## src/rtl/mips_loader_pkg.sv

```systemverilog
// Shared types and constants for the MIPS program loader.
package mips_loader_pkg;

    typedef enum logic [1:0] {
        IDLE  = 2'd0,
        RECV  = 2'd1,
        WRITE = 2'd2,
        DONE  = 2'd3
    } state_t;

    localparam int BYTES_PER_WORD = 4;

    // The core is held in reset until a load has completed.
    localparam logic CPU_RST_RESET = 1'b1;

endpackage

```

## src/rtl/mips_program_loader_byte_packer.sv

```systemverilog
// Packs a little-endian byte stream into 32-bit words.
// word_full flags that the slot about to be filled is the last one of the word,
// so a shift while word_full is high completes the word.
module byte_packer
    import mips_loader_pkg::*;
(
    input  logic        clk,
    input  logic        rst,
    input  logic        clr,
    input  logic        shift_en,
    input  logic [7:0]  byte_in,
    output logic [31:0] word_out,
    output logic        word_full
);

    localparam logic [1:0] LAST_SLOT = 2'(BYTES_PER_WORD - 1);

    logic [1:0]  byte_cnt;
    logic [31:0] word_q;

    // Shift right so the first byte received ends up in bits [7:0].
    always_ff @(posedge clk or negedge rst) begin
        if (!rst) begin
            byte_cnt <= '0;
            word_q   <= '0;
        end else if (clr) begin
            byte_cnt <= '0;
            word_q   <= '0;
        end else if (shift_en) begin
            byte_cnt <= byte_cnt + 2'd1;
            word_q   <= {byte_in, word_q[31:8]};
        end
    end

    assign word_out  = word_q;
    assign word_full = (byte_cnt == LAST_SLOT);

endmodule

```

## src/rtl/mips_program_loader.sv

```systemverilog
// Boot loader: receives a byte stream, writes packed words into instruction
// memory from address 0 and releases the MIPS core once the load completes.
//
// state | meaning
// IDLE  | after reset, core held in reset, waiting for start
// RECV  | accepting bytes of the current word
// WRITE | one-cycle instruction-memory write of the packed word
// DONE  | load complete, core released, start begins a new load
module mips_program_loader
    import mips_loader_pkg::*;
#(
    parameter int ADDR_W = 8
) (
    input  logic              clk,
    input  logic              rst,
    input  logic              start,
    input  logic [ADDR_W:0]   word_count,
    input  logic [7:0]        in_data,
    input  logic              in_valid,
    output logic              in_ready,
    output logic              imem_we,
    output logic [ADDR_W-1:0] imem_addr,
    output logic [31:0]       imem_wdata,
    output logic              cpu_rst,
    output logic              busy,
    output logic              done
);

    localparam logic [ADDR_W:0] MAX_WORDS = {1'b1, {ADDR_W{1'b0}}};
    localparam logic [ADDR_W:0] ONE       = {{ADDR_W{1'b0}}, 1'b1};

    state_t            state;
    state_t            state_next;
    logic [ADDR_W:0]   word_idx;
    logic [ADDR_W:0]   count_q;
    logic [ADDR_W:0]   count_clamped;
    logic              load_start;
    logic              handshake;
    logic              last_word;
    logic              word_full;

    assign handshake     = in_valid & in_ready;
    assign count_clamped = (word_count > MAX_WORDS) ? MAX_WORDS : word_count;
    assign load_start    = ((state == IDLE) || (state == DONE)) && start && (word_count != '0);
    assign last_word     = ((word_idx + ONE) == count_q);

    byte_packer u_packer (
        .clk       (clk),
        .rst       (rst),
        .clr       (load_start),
        .shift_en  (handshake),
        .byte_in   (in_data),
        .word_out  (imem_wdata),
        .word_full (word_full)
    );

    // Next-state decode.
    always_comb begin
        state_next = state;
        case (state)
            IDLE, DONE: begin
                if (start) begin
                    state_next = (word_count == '0) ? DONE : RECV;
                end
            end
            RECV: begin
                if (handshake && word_full) begin
                    state_next = WRITE;
                end
            end
            WRITE: begin
                state_next = last_word ? DONE : RECV;
            end
            default: state_next = IDLE;
        endcase
    end

    // State and registered outputs, decoded from the next state so they line up with it.
    always_ff @(posedge clk or negedge rst) begin
        if (!rst) begin
            state    <= IDLE;
            in_ready <= 1'b0;
            imem_we  <= 1'b0;
            busy     <= 1'b0;
            done     <= 1'b0;
            cpu_rst  <= CPU_RST_RESET;
        end else begin
            state    <= state_next;
            in_ready <= (state_next == RECV);
            imem_we  <= (state_next == WRITE);
            busy     <= (state_next == RECV) || (state_next == WRITE);
            done     <= (state_next == DONE);
            cpu_rst  <= (state_next != DONE);
        end
    end

    // Word index and latched word count; the index is one bit wider than the address.
    always_ff @(posedge clk or negedge rst) begin
        if (!rst) begin
            word_idx <= '0;
            count_q  <= '0;
        end else if (load_start) begin
            word_idx <= '0;
            count_q  <= count_clamped;
        end else if (state == WRITE) begin
            word_idx <= word_idx + ONE;
        end
    end

    assign imem_addr = word_idx[ADDR_W-1:0];

endmodule
```

## config.mk

```make
export PLATFORM = sky130hd
export DESIGN_NAME = mips_program_loader
export DESIGN_NICKNAME = d
export VERILOG_FILES = /design/src/rtl/mips_loader_pkg.sv /design/src/rtl/mips_program_loader_byte_packer.sv /design/src/rtl/mips_program_loader.sv
export SDC_FILE = /design/constraint.sdc
export NUM_CORES = 1
export LEC_CHECK = 0
export CAP_MARGIN = 20
export CELL_PAD_IN_SITES_DETAIL_PLACEMENT = 0
export CELL_PAD_IN_SITES_GLOBAL_PLACEMENT = 1
export CORE_MARGIN = 1.5
export CORE_UTILIZATION = 30
export DETAILED_ROUTE_END_ITERATION = 10
export DONT_BUFFER_PORTS = 1
export GPL_TIMING_DRIVEN = 0
export PLACE_DENSITY_LB_ADDON = 0.1
export SETUP_SLACK_MARGIN = 0.2
export SYNTH_ARGS = -nofsm -noshare
export SYNTH_HDL_FRONTEND = slang
export SYNTH_SLANG_ARGS = --single-unit
```

## constraint.sdc

```tcl
create_clock -name clk -period 5.9 [get_ports clk]
set_input_delay 1.18 -clock clk [delete_from_list [all_inputs] [get_ports clk]]
set_output_delay 1.18 -clock clk [all_outputs]
set_load 0.02 [all_outputs]
```

==> impl_metrics.toml <==
[run_status]
status = "completed"

[sta]
rsz0062_at_grt = "false"
clock_skew_ns = 0.00790
fin_crit_sh = 0.419
hold_slack_ns = 0.501
finalSetupTns_ns = 0
worst_slew_pin_slew_ns = 0.554
setup_viol = 0
fmax_ghz = 0.405
relSlewSlack = 0.631
hold_viol_final = 0
period_minus_slack_ns = 2.47
maxSlewViolCount = 0

[drt]
wl_um = 6960
ant_nets = 0
num_vias = 2056
first_iter_violations = 67
via_per_inst = 4.78
wl_per_cell_um = 16.2
drc = 0
firstDrtPassIters = 4

[finish]
nets = 344
antennaDiodeCount = 0
finish.utilization = 0.340
area_growth_pct = 10.9
fillCellCount = 986
stdcell_count = 430
drive_gt1_frac = 0.113

[worst_setup_path]
cp-start-kind = "flip-flop"
cp.required_ns = 6.12
cp_max_fo = 7
path_class = "reg -> reg"
crit_arrival_ns = 2.69
cp-end-kind = "flip-flop"

[floorplan]
die_w_um = 100
initial_core_util = 0.307
die-area_um2 = 10000
num_rows = 35
coreArea_um2 = 9200
fp.dieH_um = 100
ios = 66

[logic_synthesis]
synth_top_cell_area_share = 0.514
synthCells = 304
synth_seq_area_share = 0.523
synthesis.nets = 333
yosys-top-cells-area = "dfrtp_1 51%, nand2_1 12%, a21oi_1 6.7%"
synth_compound_area_frac = 0.0975
ys_warn_count = 0
yosys.area_share.xor_xnor = 0.0558
ys_ff_latch = 59
synth_simple_gate_area_frac = 0.218
avgSynthCellArea_um2 = 9.29
syn_area_um2 = 2820
muxShareOfSynthArea = 0.0124
synth_top_area_cell = "dfrtp_1"
synth_cell_type_count = 38
synth_fa_ha_area_frac = 0.0354
synth_top_family_by_area = "simple AND/OR/NAND/NOR gates"

[power_and_ir_drop]
combPwrFrac = 0.243
p_clk_frac = 0.225
power.switching_uw = 621
switching_share = 0.430
p_leak_uw = 0.00141
peakVddDrop_mv = 0.163
power_density_nw_per_um2 = 461
internal-power_uw = 824
sequentialPowerShare = 0.532

[place]
gp_congestion = 0.750
port_buffers = 0
hpwl_um = 4890
post-place-cells = 415

[cts]
cts_max_level = 3
clock_latency_ns = 0.34
postCtsSetupRepairBufs = 0
clock_tree.root_cell = "clkbuf_8"
path_clk_slew_ns = 0.07
post_cts_resized = 0
tritoncts = "yes"
hold_buffers = 0
clock_sinks = 59
tritoncts.num_buffers = 9
cts_buffer_depth = 2

[job]
cap_violations = 0

[hold_path]
holdCritPathClass = "reg -> reg"

[global_route]
grt_util_all_layers = 0.150
antenna_found_initial = 0
grt_pass1_wl_um = 11400
grt_pass1_vias = 2114
overflow = 0
grt_max_degree = 60
## cell usage in the layout, fill, tap and decap left out, types with 2 or more instances in the layout
cell type / netlist / layout
nand2_1: 92 / 92
dfrtp_1: 58 / 58
a21oi_1: 38 / 38
nor2_1: 13 / 13
clkbuf_8: 0 / 10
xnor2_1: 9 / 9
xor2_1: 9 / 9
nand3b_1: 8 / 8
ha_1: 8 / 8
buf_4: 8 / 8
clkbuf_1: 7 / 7
buf_2: 7 / 7
nand3_1: 6 / 6
inv_1: 5 / 5
o21ai_0: 5 / 5
nand4_1: 3 / 3
clkinv_2: 0 / 3
buf_6: 2 / 2
and3_1: 2 / 2
nor3_1: 2 / 2
mux2i_1: 2 / 2
a31o_1: 2 / 2
clkinvlp_4: 0 / 2
## flip-flops by register name, summed over array words and instances (netlist names)
signal	flops
cpu_rst	1
busy	1
state	2
imem_we	1
u_packer.byte_cnt	2
done	1
word_idx	9
count_q	9
u_packer.word_out	32
in_ready	1
## critical path, stage by stage, from the launching register on
cell,delay (ns)
dfrtp_1,0.46
ha_1,0.35
nand2_1,0.13
nor2_1,0.24
mux2_4,0.34
nor4_4,0.31
a31o_1,0.28
ha_1,0.25
## Yosys cell counts, drive strengths merged
library cell / n
mux2i: 2
nand4b: 1
mux2: 1
nor4: 2
clkbuf: 7
a311oi: 1
o22ai: 1
nor2: 13
ha: 8
and4: 1
nand2: 92
a21o: 1
and2: 1
and3: 2
dfstp: 1
nand4: 3
buf: 17
nor3b: 1
inv: 5
nand3b: 8
nand2b: 1
a41oi: 1
dfrtp: 58
xor2: 9
a21oi: 38
a31o: 2
or3: 1
nor3: 3
nor4b: 1
nand3: 6
o21ai: 6
a31oi: 1
xnor2: 9
## routing by layer
metal / track usage / vias up / wire, µm
li1: - / 1020 / -
met2: 0.210 / 56 / 2840
met3: 0.0508 / 12 / 469
met4: 0.0618 / 0 / 119
met1: 0.212 / 968 / 3530
met5: 0 / - / 0
## power by group through the flow
| stage | Combinational (µW) | Sequential (µW) | Clock (µW) |
|---|---|---|---|
| after floorplan | 281 | 734 | 0 |
| after global placement | 354 | 778 | 0 |
| after detailed placement | 360 | 780 | 0 |
| after CTS | 361 | 772 | 338 |
| after global routing | 413 | 788 | 355 |
| final | 352 | 769 | 325 |
## cells by family (layout without fill, tap and decap cells)
group           Yosys count  after routing
compound gates           51             51
flops                    59             59
fa+ha+maj                 8              8
buf+inv                  29             44
simple gates            136            136
xor+xnor                 18             18
mux                       3              3
## metrics by stage
| step | area [µm²] | power [µW] | setup WS, ns |
|---|---|---|---|
| floorplan | 2820 | 1020 | 3.49 |
| finish | 3130 | 1440 | 3.43 |
| global route | 3130 | 1560 | 3.25 |
| CTS | 3130 | 1470 | 3.43 |
| global placement | 2960 | 1130 | 3.27 |
| detailed placement | 2960 | 1140 | 3.27 |
## cell type report
class / instances / area (µm²) / area share
clock inverters: 5 / 30.0 / 0.00959
plain buffers: 24 / 144 / 0.0460
well taps: 111 / 139 / 0.0444
inverters: 5 / 18.8 / 0.00600
multi-input cells: 216 / 1180 / 0.378
flip-flops and latches: 59 / 1480 / 0.472
clock buffers: 10 / 138 / 0.0440
## final timing paths
check	from	end	slack (ns)	depth (start not counted)
setup / recovery	word_idx[0]$_DFFE_PN0P_	busy$_DFF_PN0_	3.43	7
hold / removal	count_q[8]$_DFFE_PN0P_	count_q[8]$_DFFE_PN0P_	0.50	2
max in group asynchronous	rst	cpu_rst$_DFF_PN1_	5.18	0
setup reg to reg	word_idx[0]$_DFFE_PN0P_	busy$_DFF_PN0_	3.43	7
hold reg to reg	count_q[8]$_DFFE_PN0P_	count_q[8]$_DFFE_PN0P_	0.50	2
min in group asynchronous	rst	u_packer.word_out[3]$_DFFE_PN0P_	0.53	0
(Power assumes the default switching activity.)
